$ cat src/rtl/bus_req_master_if.sv
// Request, bus-beat and read-response signal bundle for bus_req_master.
// The master modport is the DUT view; the slave modport is the view of
// whatever drives requests and models the register-bus slave.
interface bus_req_master_if;
  logic       req_valid;
  logic       req_ready;
  logic       req_wr;
  logic [7:0] req_addr;
  logic [7:0] req_wdata;

  logic       bus_hold;
  logic       bus_en;
  logic       bus_wr;
  logic [7:0] bus_addr;
  logic [7:0] bus_wdata;
  logic [7:0] bus_rdata;

  logic       rsp_valid;
  logic [7:0] rsp_addr;
  logic [7:0] rsp_rdata;

  logic       busy;

  modport master (
    input  req_valid, req_wr, req_addr, req_wdata, bus_hold, bus_rdata,
    output req_ready, bus_en, bus_wr, bus_addr, bus_wdata,
    output rsp_valid, rsp_addr, rsp_rdata, busy
  );

  modport slave (
    output req_valid, req_wr, req_addr, req_wdata, bus_hold, bus_rdata,
    input  req_ready, bus_en, bus_wr, bus_addr, bus_wdata,
    input  rsp_valid, rsp_addr, rsp_rdata, busy
  );
endinterface

$ cat src/rtl/bus_req_master.sv
// Upstream master for the 8-bit en/wr/addr/wdata/rdata register bus.
// Requests are queued in a small FIFO and issued one beat per cycle in order;
// read data comes back tagged with its address on a single-cycle pulse.
// A tag shift register of RD_LAT+1 stages tracks reads in flight: stage 0 is
// valid during the read beat itself, stage RD_LAT during the cycle whose
// closing edge samples bus_rdata.
module bus_req_master #(
  parameter int DEPTH  = 4,
  parameter int RD_LAT = 1
) (
  input  logic             clk,
  input  logic             rst,
  bus_req_master_if.master bif
);

  localparam int PTR_W = $clog2(DEPTH);
  localparam int CNT_W = PTR_W + 1;

  typedef struct packed {
    logic       wr;
    logic [7:0] addr;
    logic [7:0] wdata;
  } req_t;

  req_t             mem_q [DEPTH];
  req_t             mem_d [DEPTH];
  logic [PTR_W-1:0] wr_ptr_q, wr_ptr_d;
  logic [PTR_W-1:0] rd_ptr_q, rd_ptr_d;
  logic [CNT_W-1:0] count_q, count_d;

  logic       bus_en_q, bus_en_d;
  logic       bus_wr_q, bus_wr_d;
  logic [7:0] bus_addr_q, bus_addr_d;
  logic [7:0] bus_wdata_q, bus_wdata_d;

  logic [RD_LAT:0] tag_v_q, tag_v_d;
  logic [7:0]      tag_addr_q [RD_LAT+1];
  logic [7:0]      tag_addr_d [RD_LAT+1];

  logic       rsp_valid_q, rsp_valid_d;
  logic [7:0] rsp_addr_q, rsp_addr_d;
  logic [7:0] rsp_rdata_q, rsp_rdata_d;

  logic full;
  logic empty;
  logic push;
  logic pop;
  req_t head;

  // Ready comes only from the registered count, so a full FIFO refuses a
  // request even in a cycle where it is also popping. Gated by rst so the
  // port stays closed for as long as reset is held.
  assign full          = (count_q == CNT_W'(DEPTH));
  assign empty         = (count_q == '0);
  assign bif.req_ready = ~rst & ~full;
  assign push          = bif.req_valid & bif.req_ready;
  assign pop           = ~empty & ~bif.bus_hold;
  assign head          = mem_q[rd_ptr_q];

  // FIFO storage, pointers and occupancy count.
  always_comb begin
    mem_d    = mem_q;
    wr_ptr_d = wr_ptr_q;
    rd_ptr_d = rd_ptr_q;
    count_d  = count_q;
    if (push) begin
      mem_d[wr_ptr_q] = '{wr: bif.req_wr, addr: bif.req_addr, wdata: bif.req_wdata};
      wr_ptr_d        = wr_ptr_q + PTR_W'(1);
    end
    if (pop) begin
      rd_ptr_d = rd_ptr_q + PTR_W'(1);
    end
    case ({push, pop})
      2'b10:   count_d = count_q + CNT_W'(1);
      2'b01:   count_d = count_q - CNT_W'(1);
      default: count_d = count_q;
    endcase
  end

  // Next bus beat: the popped head entry, or an idle bus holding addr/wdata.
  always_comb begin
    bus_en_d    = pop;
    bus_wr_d    = pop & head.wr;
    bus_addr_d  = pop ? head.addr  : bus_addr_q;
    bus_wdata_d = pop ? head.wdata : bus_wdata_q;
  end

  // Read tag pipeline: a read enters stage 0 alongside its beat and shifts
  // one stage per cycle until it reaches the capture stage.
  always_comb begin
    tag_v_d[0]    = pop & ~head.wr;
    tag_addr_d[0] = head.addr;
    for (int i = 1; i <= RD_LAT; i++) begin
      tag_v_d[i]    = tag_v_q[i-1];
      tag_addr_d[i] = tag_addr_q[i-1];
    end
  end

  // Response capture; address and data hold between pulses.
  always_comb begin
    rsp_valid_d = tag_v_q[RD_LAT];
    rsp_addr_d  = tag_v_q[RD_LAT] ? tag_addr_q[RD_LAT] : rsp_addr_q;
    rsp_rdata_d = tag_v_q[RD_LAT] ? bif.bus_rdata      : rsp_rdata_q;
  end

  // FIFO payload has no reset; the pointers and count define what is valid.
  always_ff @(posedge clk) begin
    mem_q <= mem_d;
  end

  // Control and output registers with synchronous flush.
  always_ff @(posedge clk) begin
    if (rst) begin
      wr_ptr_q    <= '0;
      rd_ptr_q    <= '0;
      count_q     <= '0;
      bus_en_q    <= 1'b0;
      bus_wr_q    <= 1'b0;
      bus_addr_q  <= 8'h00;
      bus_wdata_q <= 8'h00;
      tag_v_q     <= '0;
      tag_addr_q  <= '{default: 8'h00};
      rsp_valid_q <= 1'b0;
      rsp_addr_q  <= 8'h00;
      rsp_rdata_q <= 8'h00;
    end else begin
      wr_ptr_q    <= wr_ptr_d;
      rd_ptr_q    <= rd_ptr_d;
      count_q     <= count_d;
      bus_en_q    <= bus_en_d;
      bus_wr_q    <= bus_wr_d;
      bus_addr_q  <= bus_addr_d;
      bus_wdata_q <= bus_wdata_d;
      tag_v_q     <= tag_v_d;
      tag_addr_q  <= tag_addr_d;
      rsp_valid_q <= rsp_valid_d;
      rsp_addr_q  <= rsp_addr_d;
      rsp_rdata_q <= rsp_rdata_d;
    end
  end

  assign bif.bus_en    = bus_en_q;
  assign bif.bus_wr    = bus_wr_q;
  assign bif.bus_addr  = bus_addr_q;
  assign bif.bus_wdata = bus_wdata_q;
  assign bif.rsp_valid = rsp_valid_q;
  assign bif.rsp_addr  = rsp_addr_q;
  assign bif.rsp_rdata = rsp_rdata_q;
  assign bif.busy      = ~empty | bus_en_q | (|tag_v_q);

endmodule

$ cat src/flat_wrapper.sv
// flat-port wrapper written by rule: the top's interface ports become plain ports
module bus_req_master_flat 
#(
  parameter int DEPTH  = 4,
  parameter int RD_LAT = 1
)
  (clk, rst, bif_req_valid, bif_req_wr, bif_req_addr, bif_req_wdata, bif_bus_hold, bif_bus_rdata, bif_req_ready, bif_bus_en, bif_bus_wr, bif_bus_addr, bif_bus_wdata, bif_rsp_valid, bif_rsp_addr, bif_rsp_rdata, bif_busy);
  bus_req_master_if bif_i ();
  input  logic clk;
  input  logic rst;
  input wire logic [$bits(bif_i.req_valid)-1:0] bif_req_valid;
  input wire logic [$bits(bif_i.req_wr)-1:0] bif_req_wr;
  input wire logic [$bits(bif_i.req_addr)-1:0] bif_req_addr;
  input wire logic [$bits(bif_i.req_wdata)-1:0] bif_req_wdata;
  input wire logic [$bits(bif_i.bus_hold)-1:0] bif_bus_hold;
  input wire logic [$bits(bif_i.bus_rdata)-1:0] bif_bus_rdata;
  output wire logic [$bits(bif_i.req_ready)-1:0] bif_req_ready;
  output wire logic [$bits(bif_i.bus_en)-1:0] bif_bus_en;
  output wire logic [$bits(bif_i.bus_wr)-1:0] bif_bus_wr;
  output wire logic [$bits(bif_i.bus_addr)-1:0] bif_bus_addr;
  output wire logic [$bits(bif_i.bus_wdata)-1:0] bif_bus_wdata;
  output wire logic [$bits(bif_i.rsp_valid)-1:0] bif_rsp_valid;
  output wire logic [$bits(bif_i.rsp_addr)-1:0] bif_rsp_addr;
  output wire logic [$bits(bif_i.rsp_rdata)-1:0] bif_rsp_rdata;
  output wire logic [$bits(bif_i.busy)-1:0] bif_busy;
  assign bif_i.req_valid = bif_req_valid;
  assign bif_i.req_wr = bif_req_wr;
  assign bif_i.req_addr = bif_req_addr;
  assign bif_i.req_wdata = bif_req_wdata;
  assign bif_i.bus_hold = bif_bus_hold;
  assign bif_i.bus_rdata = bif_bus_rdata;
  assign bif_req_ready = bif_i.req_ready;
  assign bif_bus_en = bif_i.bus_en;
  assign bif_bus_wr = bif_i.bus_wr;
  assign bif_bus_addr = bif_i.bus_addr;
  assign bif_bus_wdata = bif_i.bus_wdata;
  assign bif_rsp_valid = bif_i.rsp_valid;
  assign bif_rsp_addr = bif_i.rsp_addr;
  assign bif_rsp_rdata = bif_i.rsp_rdata;
  assign bif_busy = bif_i.busy;
  bus_req_master #(.DEPTH(DEPTH), .RD_LAT(RD_LAT)) u_core (.clk(clk), .rst(rst), .bif(bif_i));
endmodule
$ cat config.mk
export PLATFORM = sky130hd
export DESIGN_NAME = bus_req_master_flat
export DESIGN_NICKNAME = d
export VERILOG_FILES = /design/src/rtl/bus_req_master_if.sv /design/src/rtl/bus_req_master.sv /design/src/flat_wrapper.sv
export SDC_FILE = /design/constraint.sdc
export NUM_CORES = 1
export LEC_CHECK = 0
export CAP_MARGIN = 20
export CORE_MARGIN = 5
export CORE_UTILIZATION = 53
export DETAILED_ROUTE_END_ITERATION = 8
export GPL_TIMING_DRIVEN = 0
export PLACE_DENSITY = 0.84
export SLEW_MARGIN = 40
export SYNTH_ARGS = -nofsm -noshare
export SYNTH_HDL_FRONTEND = slang
export SYNTH_SLANG_ARGS = --single-unit
$ cat constraint.sdc
create_clock -name clk -period 2.35 [get_ports clk]
set_input_delay 0.47 -clock clk [delete_from_list [all_inputs] [get_ports clk]]
set_output_delay 0.47 -clock clk [all_outputs]
set_load 0.03 [all_outputs]
==> load_flow_metrics.sql <==
INSERT INTO impl_metrics (metric_group, metric, value, unit) VALUES
('setup_path', 'worstPathArrival', '1.82', 'ns'),
('cells_and_area', 'filler_cell_count', '528', ''),
('run_status', 'outcome', 'finished, final reports clean', ''),
('power', 'ir_drop', '0.8660', 'mV'),
('cells_and_area', 'final_cell_mix', 'edfxtp_1 (68), clkdlybuf4s50_1 (63), dfxtp_1 (58), nor2_1 (23)', ''),
('synth', 'syn-cell-area', '4529', 'µm²'),
('placement', 'place.gp.congestion', '0.7105', ''),
('die', 'fp.coreArea', '8258', 'µm²'),
('sta', 'relSlewSlack', '58.31', '%'),
('die', 'die_area', '10500', 'µm²'),
('synth', 'synth_enable_flop_cells', '68', ''),
('die', 'chipHeight', '102.4', 'µm'),
('clock_tree', 'tritoncts', 'built', ''),
('sta', 'grt_setup_unrepaired', 'no', ''),
('grt', 'first_pass_grt_wire_length', '13480', 'µm'),
('die', 'fp-row-count', '33', ''),
('cells_and_area', 'antennaDiodeCount', '0', ''),
('setup_path', 'worst-setup-path-type', 'reg2out', ''),
('sta', 'worst_slew_pin_slew', '0.6219', 'ns'),
('setup_path', 'critPathRequiredTime', '1.88', 'ns'),
('power', 'pwr-share-comb', '21.1', '%'),
('placement', 'place_area', '5316', 'µm²'),
('synth', 'yosys_warnings', '0', ''),
('power', 'seqPwrFrac', '42.0', '%'),
('setup_path', 'r2r.worst_path.cells', '9', ''),
('clock_tree', 'clockBufferDepth', '2', ''),
('synth', 'synth_flop_cell', 'edfxtp_1', ''),
('sta', 'final_min_period_over_clock_period', '97.30', '%'),
('synth', 'synth_largest_type_area_fraction', '45.08', '%'),
('setup_path', 'startpoint_type', 'register', ''),
('drt', 'drc_errors', '0', ''),
('sta', 'time_the_worst_path_needs_with_i_o_delays_and_setup', '2.286', 'ns'),
('die', 'starting_density_of_the_core', '54.85', '%'),
('setup_path', 'worstSetupEndpointType', 'output pin', ''),
('power', 'internal_power', '4.707', 'mW'),
('drt', 'remaining_number_of_nets_flagged_by_the_antenna_check_after_routing', '0', ''),
('placement', 'dp_slack', '-0.4343', 'ns'),
('clock_tree', 'clock-sinks', '128', ''),
('run', 'cap_violations', '0', ''),
('clock_tree', 'cts.clk_slew.worst_paths', '0.06', 'ns'),
('sta', 'timing_hold_violations_final', '0', ''),
('synth', 'synth_area_per_cell', '16.65', 'µm²'),
('cells_and_area', 'num-nets-final', '391', ''),
('synth', 'post_synth_inst_count', '272', ''),
('setup_path', 'crit_end', 'bif_busy', ''),
('power', 'switchingPower', '1.775', 'mW'),
('setup_path', 'r2r_setup_slack', '0.18', 'ns'),
('placement', 'placement.io_buffers', '65', ''),
('cells_and_area', 'drive_above_1_share', '21.68', '%'),
('clock_tree', 'clkLatencyLatePin', '0.50', 'ns'),
('setup_path', 'crit_path_max_fanout', '5', ''),
('setup_path', 'critical_path.reg2reg.endpoint', 'u_core.count_q[2]', ''),
('cells_and_area', 'areaGrowthSynthToFinish', '30.00', '%'),
('drt', 'wirelength', '8466', 'µm'),
('min_path', 'min-delay-path-class', 'reg2reg', ''),
('setup_path', 'regToRegStartpoint', 'u_core.count_q[2]', ''),
('power', 'power.switching_fraction', '27.38', '%'),
('sta', 'clock-skew-final', '0.008634', 'ns'),
('drt', 'detail_route.iter0.violations', '128', ''),
('setup_path', 'worst_setup_path_startpoint', 'u_core.count_q[1]', ''),
('grt', 'grt_pass1_vias', '2672', ''),
('synth', 'postSynthRegisterBits', '128', ''),
('synth', 'postSynthNetCount', '307', ''),
('placement', 'dp.final_hpwl', '5303', 'µm'),
('clock_tree', 'numCtsBuffers', '17', ''),
('die', 'fp.dieW', '102.4', 'µm'),
('power', 'proportion_of_power_drawn_by_the_clock_network', '36.9', '%'),
('power', 'leakagePower', '2.071', 'nW'),
('clock_tree', 'cts_hold_buffers', '0', ''),
('clock_tree', 'htree_levels', '4', ''),
('cells_and_area', 'post-route-util', '71.30', '%');
-- what timing repair did --
| item | CTS | global route |
|---|---|---|
| endpoints found under the setup margin | 2 | 1 |
| gates resized for setup | 13 | 0 |
| gates cloned | 0 | 0 |
| buffers inserted | 0 | 1 |
| hold endpoints to repair | 0 | 0 |
| pin swaps | 0 | 1 |
-- area by class of cell --
type                    count  area (µm²)  area share [%]
multi-input cells         123        1199           20.36
well taps                 105       131.4           2.231
flip-flops and latches    128        3246           55.12
clock inverters            11       72.57           1.232
inverters                   8       30.03          0.5100
clock buffers              21       481.7           8.181
repair buffers             66       658.1           11.18
plain buffers              12       70.07           1.190
-- critical path, stage by stage (launching register included) --
cell	delay [ns]
dfxtp_2	0.35
or3_4	0.39
or4_4	0.42
buf_6	0.15
-- routing by layer --
layer | GRT usage [%] | part of all wire, % | vias to the layer above
met5 | 0 | 0 | -
li1 | - | - | 1180
met4 | 7.972 | 1.6 | 0
met2 | 30.39 | 51 | 94
met3 | 5.939 | 7.5 | 13
met1 | 19.66 | 40 | 1223
-- Yosys cell counts (2+ instances only) --
| library cell | number |
|---|---|
| a21oi_1 | 3 |
| a22o_1 | 10 |
| a22o_2 | 6 |
| and2_1 | 5 |
| buf_2 | 6 |
| buf_4 | 2 |
| clkbuf_1 | 4 |
| dfxtp_1 | 60 |
| edfxtp_1 | 68 |
| ha_1 | 5 |
| inv_1 | 8 |
| mux2i_1 | 17 |
| mux4_2 | 17 |
| nor2_1 | 23 |
| nor2b_1 | 18 |
| nor3_2 | 2 |
| o21ai_0 | 2 |
| or3_1 | 2 |
| xor2_1 | 2 |
-- sequential cells by signal (all words and copies together) (netlist names), 2 cells and up --
register	cells
u_core.bif.rsp_addr	8
u_core.tag_addr_d	8
u_core.count_q	3
u_core.bif.rsp_rdata	8
u_core.tag_addr_q	8
u_core.rd_ptr_q	2
u_core.tag_v_q	2
u_core.bif.bus_wdata	8
u_core.bif.bus_addr	8
u_core.wr_ptr_q	2
u_core.mem_q	68
-- per-stage QoR --
stage | setup TNS [ns] | std cells
2_1_floorplan | 0 | 272
6_report | 0 | 474
3_5_place_dp | -0.7194 | 442
5_1_grt | 0 | 474
4_1_cts | 0 | 473
3_3_place_gp | -12.03 | 442
-- worst min path at each step --
stage	start	end
6_report	u_core.tag_addr_d[0]	u_core.tag_addr_q[0]
5_1_grt	u_core.tag_addr_d[0]	u_core.tag_addr_q[0]
4_1_cts	u_core.tag_addr_d[0]	u_core.tag_addr_q[0]
3_5_place_dp	u_core.tag_addr_d[6]	u_core.tag_addr_q[6]
3_3_place_gp	u_core.tag_addr_d[6]	u_core.tag_addr_q[6]
2_1_floorplan	u_core.tag_addr_d[0]	u_core.tag_addr_q[0]
-- power by group through the flow --
| stage | registers [mW] | clock network (mW) | logic (mW) |
|---|---|---|---|
| 2_1_floorplan | 2.90 | 0 | 0.720 |
| 5_1_grt | 2.75 | 2.52 | 1.48 |
| 4_1_cts | 2.72 | 2.42 | 1.36 |
| 3_5_place_dp | 2.75 | 0 | 1.32 |
| 6_report | 2.73 | 2.39 | 1.37 |
| 3_3_place_gp | 2.75 | 0 | 1.28 |
-- cells by family (layout without fill, tap and decap cells) --
kind of cell    Yosys count  in the layout  share of synthesized area [%]
compound gates           24             24                          4.558
mux                      35             35                          12.46
buf+inv                  21            118                          2.237
simple gates             56             56                          6.934
fa+ha+maj                 6              6                          1.823
xor+xnor                  2              2                         0.3868
flops                   128            128                          71.60
No activity file was read; power rests on OpenSTA's default activity.
